[src/rtl/half_adder_if.sv]
// Operand/result bundle for half_adder: master drives operands, slave returns
// the combinational and registered results.
interface half_adder_if #(
  parameter int unsigned WIDTH = 1,
  parameter int unsigned CNT_W = 16
);
  logic [WIDTH-1:0] a;
  logic [WIDTH-1:0] b;
  logic [WIDTH-1:0] sum;
  logic [WIDTH-1:0] carry;
  logic             in_valid;
  logic [WIDTH-1:0] sum_q;
  logic [WIDTH-1:0] carry_q;
  logic             out_valid;
  logic [CNT_W-1:0] carry_cnt;

  modport master (
    output a, b, in_valid,
    input  sum, carry, sum_q, carry_q, out_valid, carry_cnt
  );

  modport slave (
    input  a, b, in_valid,
    output sum, carry, sum_q, carry_q, out_valid, carry_cnt
  );
endinterface

[src/rtl/half_adder.sv]
// Per-lane half adder with a zero-latency view and a one-cycle registered view.
// Define HA_CARRY_CNT_EN to build the saturating carry-event counter.
module half_adder #(
  parameter int unsigned WIDTH = 1,
  parameter int unsigned CNT_W = 16
) (
  input  logic       clk,
  input  logic       rst_n,
  half_adder_if.slave bus
);

  logic [WIDTH-1:0] sum_comb;
  logic [WIDTH-1:0] carry_comb;

  logic [WIDTH-1:0] res_sum_d,   res_sum_q;
  logic [WIDTH-1:0] res_carry_d, res_carry_q;
  logic             valid_d,     valid_q;

  // Lanes are independent: plain bitwise operators, no inter-lane carry.
  assign sum_comb   = bus.a ^ bus.b;
  assign carry_comb = bus.a & bus.b;

  assign bus.sum   = sum_comb;
  assign bus.carry = carry_comb;

  always_comb begin
    res_sum_d   = res_sum_q;
    res_carry_d = res_carry_q;
    valid_d     = 1'b0;
    if (bus.in_valid) begin
      res_sum_d   = sum_comb;
      res_carry_d = carry_comb;
      valid_d     = 1'b1;
    end
  end

  always_ff @(posedge clk) begin
    if (!rst_n) begin
      res_sum_q   <= '0;
      res_carry_q <= '0;
      valid_q     <= 1'b0;
    end else begin
      res_sum_q   <= res_sum_d;
      res_carry_q <= res_carry_d;
      valid_q     <= valid_d;
    end
  end

  assign bus.sum_q     = res_sum_q;
  assign bus.carry_q   = res_carry_q;
  assign bus.out_valid = valid_q;

`ifdef HA_CARRY_CNT_EN
  logic [CNT_W-1:0] cnt_d, cnt_q;
  logic             carry_event;

  assign carry_event = bus.in_valid && (|carry_comb);

  // Saturate at all-ones rather than wrap.
  always_comb begin
    cnt_d = cnt_q;
    if (carry_event && (cnt_q != {CNT_W{1'b1}})) begin
      cnt_d = cnt_q + CNT_W'(1);
    end
  end

  always_ff @(posedge clk) begin
    if (!rst_n) begin
      cnt_q <= '0;
    end else begin
      cnt_q <= cnt_d;
    end
  end

  assign bus.carry_cnt = cnt_q;
`else
  assign bus.carry_cnt = '0;
`endif

  // A registered result only ever follows an accepted, non-reset edge.
  a_valid_src: assert property (@(posedge clk) valid_q |-> $past(bus.in_valid && rst_n));

  // Idle edges out of reset must leave the result registers untouched.
  a_hold: assert property (@(posedge clk)
    ($past(rst_n) && !$past(bus.in_valid) && rst_n) |->
      ($stable(res_sum_q) && $stable(res_carry_q)));

endmodule

[src/flat_wrapper.sv]
// flat-port wrapper written by rule: the top's interface ports become plain ports
module half_adder_flat 
#(
  parameter int unsigned WIDTH = 1,
  parameter int unsigned CNT_W = 16
)
  (clk, rst_n, bus_a, bus_b, bus_in_valid, bus_sum, bus_carry, bus_sum_q, bus_carry_q, bus_out_valid, bus_carry_cnt);
  half_adder_if #(.WIDTH(WIDTH), .CNT_W(CNT_W)) bus_i ();
  input  logic clk;
  input  logic rst_n;
  input wire logic [$bits(bus_i.a)-1:0] bus_a;
  input wire logic [$bits(bus_i.b)-1:0] bus_b;
  input wire logic [$bits(bus_i.in_valid)-1:0] bus_in_valid;
  output wire logic [$bits(bus_i.sum)-1:0] bus_sum;
  output wire logic [$bits(bus_i.carry)-1:0] bus_carry;
  output wire logic [$bits(bus_i.sum_q)-1:0] bus_sum_q;
  output wire logic [$bits(bus_i.carry_q)-1:0] bus_carry_q;
  output wire logic [$bits(bus_i.out_valid)-1:0] bus_out_valid;
  output wire logic [$bits(bus_i.carry_cnt)-1:0] bus_carry_cnt;
  assign bus_i.a = bus_a;
  assign bus_i.b = bus_b;
  assign bus_i.in_valid = bus_in_valid;
  assign bus_sum = bus_i.sum;
  assign bus_carry = bus_i.carry;
  assign bus_sum_q = bus_i.sum_q;
  assign bus_carry_q = bus_i.carry_q;
  assign bus_out_valid = bus_i.out_valid;
  assign bus_carry_cnt = bus_i.carry_cnt;
  half_adder #(.WIDTH(WIDTH), .CNT_W(CNT_W)) u_core (.clk(clk), .rst_n(rst_n), .bus(bus_i));
endmodule
[config.mk]
export PLATFORM = sky130hd
export DESIGN_NAME = half_adder_flat
export DESIGN_NICKNAME = d
export VERILOG_FILES = /design/src/rtl/half_adder_if.sv /design/src/rtl/half_adder.sv /design/src/flat_wrapper.sv
export SDC_FILE = /design/constraint.sdc
export NUM_CORES = 1
export LEC_CHECK = 0
export CAP_MARGIN = 20
export CORE_AREA = 2 2 39 41
export CTS_CLUSTER_SIZE = 40
export DETAILED_ROUTE_END_ITERATION = 12
export DIE_AREA = 0 0 41 43
export GPL_TIMING_DRIVEN = 0
export PLACE_DENSITY = 0.61
export SETUP_SLACK_MARGIN = 0.02
export SLEW_MARGIN = 25
export SYNTH_ARGS = -nofsm -noshare
export SYNTH_HDL_FRONTEND = slang
export SYNTH_SLANG_ARGS = --single-unit
[constraint.sdc]
create_clock -name clk -period 1.2 [get_ports clk]
set_input_delay 0.3 -clock clk [delete_from_list [all_inputs] [get_ports clk]]
set_output_delay 0.3 -clock clk [all_outputs]
set_load 0.005 [all_outputs]
==> results.sh, run 1 <==
export IMPL_dieArea_mm2=0.00176
export IMPL_antenna_found_initial=0
export IMPL_syn_area_um2=236
export IMPL_core_area_mm2=0.00138
export IMPL_drv_slew=0
export IMPL_diodes=0
export IMPL_place_inst=66
export IMPL_final_instance_count_excl_fill=70
export IMPL_layout_drive_gt1_share_pct=44.4
export IMPL_p_sw_uw=88.7
export IMPL_io_buffers=9
export IMPL_fill_cells=150
export IMPL_rows=14
export IMPL_setup_ws_ns=0.0367
export IMPL_syn2layout_area_growth_pct=81.5
export IMPL_worstSetupPathType="input pin to output port"
export IMPL_vias_per_cell=2.83
export IMPL_placed_cell_area_um2=403
export IMPL_io_pins=26
export IMPL_clock_latency_ns=0.23
export IMPL_crit_fanout=2
export IMPL_cts_resized=18
export IMPL_drt_iter0_markers=0
export IMPL_cts_made_buffers=3
export IMPL_initial_utilization_pct=17.1
export IMPL_cts_root_buf="clkbuf_4"
export IMPL_clk_pin_slew_ns=0.04
export IMPL_vias=198
export IMPL_synth_cell_types=7
export IMPL_syn_inst=26
export IMPL_met2_usage_pct=9.38
export IMPL_p_total_uw=382
export IMPL_start_kind="input pin"
export IMPL_layout_nets=61
export IMPL_min_delay_path_class="input pin to flip-flop"
export IMPL_globalplace_congestion=0.553
export IMPL_synth_largest_area_cell="buf_4"
export IMPL_dr_pass1_iters=1
export IMPL_drc=0
export IMPL_grt_pass1_wl_um=641
export IMPL_use_met1_pct=3.82
export IMPL_fin_worst_skew_ns=0
export IMPL_cts_tree="done"
export IMPL_post_cts_buffers=0
export IMPL_p_leak_nw=0.252
export IMPL_outcome="complete, no violations"
export IMPL_syn_avg_cell_area_um2=9.10
export IMPL_hold_violations=0
export IMPL_post_route_cell_area_um2=429
export IMPL_clock_sinks=3
export IMPL_wl_per_cell_um=6.10
export IMPL_seqPwrFrac_pct=28.3
export IMPL_grt_ovfl_total=0
export IMPL_grt_busiest_layer="met4"
export IMPL_fmax_ghz=0.860
export IMPL_track_usage_pct=6.31
export IMPL_maxCapViolations=0
export IMPL_rsz0062_at_grt="no"
export IMPL_switching_share_pct=23.2
export IMPL_layout_common_cells="buf_4, conb_1, clkbuf_4, dlygate4sd2_1, dfxtp_1"
export IMPL_cp_required_ns=0.90
export IMPL_netlist_top_cells_area="buf_4, dfxtp_1, mux2i_1"
export IMPL_combinationalPowerShare_pct=25.5
export IMPL_p_int_uw=293
export IMPL_place_ws_ns=-0.627
export IMPL_die_w_um=41
export IMPL_first_global_vias=170
export IMPL_ant_nets=0
export IMPL_wirelength_um=427
export IMPL_finalSetupViolations=0
export IMPL_p_per_area_mw_per_mm2=890
export IMPL_grt_max_degree=4
export IMPL_clockBufferDepth=2
export IMPL_ctsHoldBuffers=0
export IMPL_ir_worst_vdd_v=0.000175
export IMPL_end_kind="output port"
export IMPL_die_h_um=43
export IMPL_ys_warn_count=0
export IMPL_period_share_pct=96.9
export IMPL_period_minus_slack_ns=1.16
export IMPL_met3_usage_pct=3.14
export IMPL_ys_seq_area_share_pct=25.4
export IMPL_yosysTopAreaCellShare_pct=50.8
export IMPL_arrival_ns=0.86
export IMPL_htreeDepth=1
export IMPL_clockPowerShare_pct=46.3
export IMPL_ys_seq_elements=3
## worst max-delay path: stages
cell             delay, ns
clkdlybuf4s15_2       0.19
ha_4                  0.27
buf_2                 0.10
## per-layer routing
| layer | part of all wire [%] | vias up |
|---|---|---|
| met2 | 56 | 13 |
| met1 | 24 | 79 |
| li1 | - | 104 |
| met3 | 16 | 2 |
| met5 | 0 | - |
| met4 | 2.8 | 0 |
## state kept, by name (all words and copies together) (netlist names)
signal	count
u_core.bus.out_valid	1
u_core.bus.sum_q	1
u_core.bus.carry_q	1
## cell usage after synthesis
cell type   n
ha_1        1
conb_1      1
buf_4      16
and2_2      1
nor2b_1     2
dfxtp_1     3
mux2i_1     2
## final timing paths
path | start | end | slack (ns) | depth (start not counted)
min | bus_a | u_core.bus.carry_q$_SDFFE_PN0P_ | 0.50 | 4
max reg2reg | u_core.bus.sum_q$_SDFFE_PN0P_ | u_core.bus.sum_q$_SDFFE_PN0P_ | 0.61 | 2
max | bus_b | bus_sum | 0.04 | 3
min reg2reg | u_core.bus.carry_q$_SDFFE_PN0P_ | u_core.bus.carry_q$_SDFFE_PN0P_ | 0.50 | 2
## metrics by stage
step                      hold slack, ns  setup TNS, ns  utilization (%)
after floorplan                    0.428              0                -
after global placement             0.501          -1.29             29.1
after detailed placement           0.506          -1.37             29.1
after CTS                          0.495              0             31.0
after global routing               0.519              0             31.0
final                              0.498              0             31.0
## cells by family (layout without fill, tap and decap cells)
logic type | after synthesis | count (layout) | synth area share [%]
simple gates | 3 | 3 | 8.47
buf+inv | 16 | 29 | 50.8
mux | 2 | 2 | 8.47
flops | 3 | 3 | 25.4
other cells | 1 | 16 | 1.59
fa+ha+maj | 1 | 1 | 5.29
## area by class of cell
cell class | count | area, um2 | area share, %
tap | 16 | 20.0 | 4.66
timing repair buffer | 9 | 77.6 | 18.1
buffer | 16 | 120 | 28.0
multi-input combinational | 22 | 125 | 29.2
sequential | 3 | 60.1 | 14.0
clock buffer | 4 | 26.3 | 6.12
## power by group through the flow
stage | Sequential [mW] | Clock (mW) | Combinational [mW]
floorplan | 0.110 | 0 | 0.0622
CTS | 0.108 | 0.190 | 0.0967
global route | 0.108 | 0.200 | 0.108
detailed placement | 0.110 | 0 | 0.101
finish | 0.108 | 0.177 | 0.0973
global placement | 0.110 | 0 | 0.100
No activity file was read; power rests on OpenSTA's default activity.
==> run 2: changes to the inputs <==
Settings changed: MAX_ROUTING_LAYER set to met4.
==> results of run 2 <==
No change in the layout: final DEF, timing and power equal those of run 1.
Among the figures that moved: final weighted congestion in routability-driven placement 0.553 -> 0.555; overall routing resource usage 6.31% -> 6.46%
==> run 3: changes to the inputs <==
Settings changed: CTS_CLUSTER_SIZE 40 to not set.
==> results of run 3 <==
No change in the layout: final DEF, timing and power equal those of run 1.
Among the figures that moved: final weighted congestion in routability-driven placement 0.553 -> 0.555; overall routing resource usage 6.31% -> 6.46%
==> variant, RTL diff (flow settings as in run 1) <==
`CNT_W` is set to 16 in 3 places; all go to 32.
--- a/src/rtl/half_adder_if.sv
+++ b/src/rtl/half_adder_if.sv
@@ -2,7 +2,7 @@
 // the combinational and registered results.
 interface half_adder_if #(
   parameter int unsigned WIDTH = 1,
-  parameter int unsigned CNT_W = 16
+  parameter int unsigned CNT_W = 32
 );
   logic [WIDTH-1:0] a;
   logic [WIDTH-1:0] b;
--- a/src/rtl/half_adder.sv
+++ b/src/rtl/half_adder.sv
@@ -2,7 +2,7 @@
 // Define HA_CARRY_CNT_EN to build the saturating carry-event counter.
 module half_adder #(
   parameter int unsigned WIDTH = 1,
-  parameter int unsigned CNT_W = 16
+  parameter int unsigned CNT_W = 32
 ) (
   input  logic       clk,
   input  logic       rst_n,
--- a/src/flat_wrapper.sv
+++ b/src/flat_wrapper.sv
@@ -2,7 +2,7 @@
 module half_adder_flat 
 #(
   parameter int unsigned WIDTH = 1,
-  parameter int unsigned CNT_W = 16
+  parameter int unsigned CNT_W = 32
 )
   (clk, rst_n, bus_a, bus_b, bus_in_valid, bus_sum, bus_carry, bus_sum_q, bus_carry_q, bus_out_valid, bus_carry_cnt);
   half_adder_if #(.WIDTH(WIDTH), .CNT_W(CNT_W)) bus_i ();
Ports: changed (resized bus_carry_cnt); port bits go from 26 to 42. No check against the original RTL was run, so the function may have changed too.
==> variant against run 1 <==
  * Sequential cell count stayed put
  * Area after synthesis up 51%
  * Worst setup slack improved by 0.066 ns
  * Critical path depth shrank 2
  * Fmax up 6.0%
  * Final area increased by 41%
  * Via count increased by 41%
  * First-iteration DRC count is 2 higher
  * Routed wire length is 38% higher
  * Total power rose by 11%
  * Critical path type is now reg2out
  * Largest power group unchanged
  * Highest routed layer is now met3
==> variant: results (changes against run 1) <==
----------------------------------------------------
[Placed design]
  Area after DPL ... 583 um2 (+45%)
  Post-Place Worst Slack ... -0.618 ns (+0.00861 ns)
  Routability Congestion ... 0.584 (+5.6%)

[Clocking]
  Post-CTS Setup Inserts ... 0 (unchanged)
  Max Buffers Root-to-Sink ... 2 (unchanged)
  Number of buffers added by the clock tree synthesis step ... 3 (unchanged)
  Clock network latency to the later pin of the worst-skew pair ... 0.23 ns (about the same)
  Total of cells resized after clock tree synthesis ... 17 (-1)
  Clock slew at reported path FFs ... around 0.030 ns

[Global route]
  Met3 usage in global routing ... 0.0733 (+0.0419)
  Global-route wire length before repair ... 765 um (+19%)
  Met2 capacity usage during global routing ... 0.116 (+0.0219)
  Vias in the first global route ... 205 (+21%)
  GRT Util Overall ... 0.0761 (+0.0130)
  Met1 GRT Util ... 0.0414 (+0.00318)

[Power and ir drop]
  Switching Power ... 0.102 mW (+15%)
  Pwr Density ... 705 nW/um2 (-21%)
  Worst IR Drop VDD ... 0.212 mV (+22%)
  Leakage power ... 0.390 nW (+55%)

[Final layout]
  Fraction of layout cells with a size suffix above 1 ... 0.477 (+0.0323)
  Layout net count ... 93 (+52%)

[Yosys]
  Yosys warning count ... 0 (unchanged)
  Adder-cell share of the synthesized area ... 0.0351 (-0.0178)
  Top FF cell, synth ... dfxtp_1
  Main area contributors after synthesis ... buf_4 67%, dfxtp_1 17%, mux2i_1 5.6%
  Commonest cells in the synthesized netlist ... 32 x buf_4, 3 x dfxtp_1, 2 x mux2i_1, 2 x nor2b_1
  Compound-Gate Fraction of Synth Area ... 0 (unchanged)
  Synth unique cells ... 7 (unchanged)
  Multiplexer share of the synthesized area ... 0.0561 (-0.0285)
  Register area share after synthesis ... 0.168 (-0.0855)

[Drt]
  Sum of met2 wire segment lengths after detailed routing ... 297 um (+23%)
  Detailed-routed wire length on met3 ... 158 um (+130%)
  Detailed Route Iter0 Violations ... 2 (+2)
  DRT antenna net count ... 0 (unchanged)
  Wire length per cell after detailed routing ... 5.76 um (-5.5%)
  Avg Vias per Cell ... 2.75 (-3.0%)
  Max Used Layer ... met3
  Number of detailed-routing iterations run before antenna repair ... 2 (+1)
  Met1 layer wirelength in the final routing ... 132 um (+29%)

[Setup path]
  Slowest Stage Delay on Critical Path ... 0.32 ns (+0.05 ns)
  Crit path max-delay family ... flip-flops
  Signal arrival time at the worst endpoint ... 0.80 ns (-0.06 ns)
  Cell with the largest stage delay on the worst path ... dfxtp_1
  Critical path peak fanout ... 2 (unchanged)

[Outcome]
  Run status ... completed

[Min path]
  Worst min-delay path category ... in2reg

----------------------------------------------------
[variant: cell count changes in the layout (fill, tap and decap cells not counted), sizes merged]
cell / change
conb: +16
clkdlybuf4s15: -1
clkbuf: +1
buf: +16
[variant: final timing paths]
kind,startpoint,to,slack [ns],cells after the start
max reg2reg,u_core.bus.sum_q$_SDFFE_PN0P_,u_core.bus.sum_q$_SDFFE_PN0P_,0.60,2
min,bus_a,u_core.bus.sum_q$_SDFFE_PN0P_,0.50,4
min reg2reg,u_core.bus.carry_q$_SDFFE_PN0P_,u_core.bus.carry_q$_SDFFE_PN0P_,0.52,2
max,u_core.bus.sum_q$_SDFFE_PN0P_,bus_sum_q,0.10,1
[variant: area by class of cell]
| cell class | instances | area (um2) |
|---|---|---|
| Fill cell | 144 | 779 |
| Buffer | 32 | 240 |
| Multi-Input combinational cell | 38 | 185 |
| Timing Repair Buffer | 9 | 72.6 |
| Sequential cell | 3 | 60.1 |
| Clock buffer | 4 | 26.3 |
| Tap cell | 16 | 20.0 |
[variant: tightest hold or removal path, delay by kind of cell]
kind / cells / cell delay (ns)
fa+ha+maj: 1 / 0.12
buf+inv: 1 / 0.10
simple gates: 1 / 0.10
mux: 1 / 0.06
[variant: stage by stage]
step,instances,TNS (ns),utilization
3_3_place_gp,98,-1.27,0.421
3_5_place_dp,98,-1.35,0.421
6_report,102,0,0.437
2_1_floorplan,73,0,-
5_1_grt,102,0,0.437
4_1_cts,102,0,0.445
[variant: power by group through the flow]
| stage | clock network, mW | registers, mW | logic (mW) |
|---|---|---|---|
| finish | 0.171 | 0.108 | 0.147 |
| global route | 0.196 | 0.109 | 0.165 |
| CTS | 0.183 | 0.108 | 0.146 |
| detailed placement | 0 | 0.110 | 0.150 |
| global placement | 0 | 0.110 | 0.148 |
| floorplan | 0 | 0.110 | 0.111 |
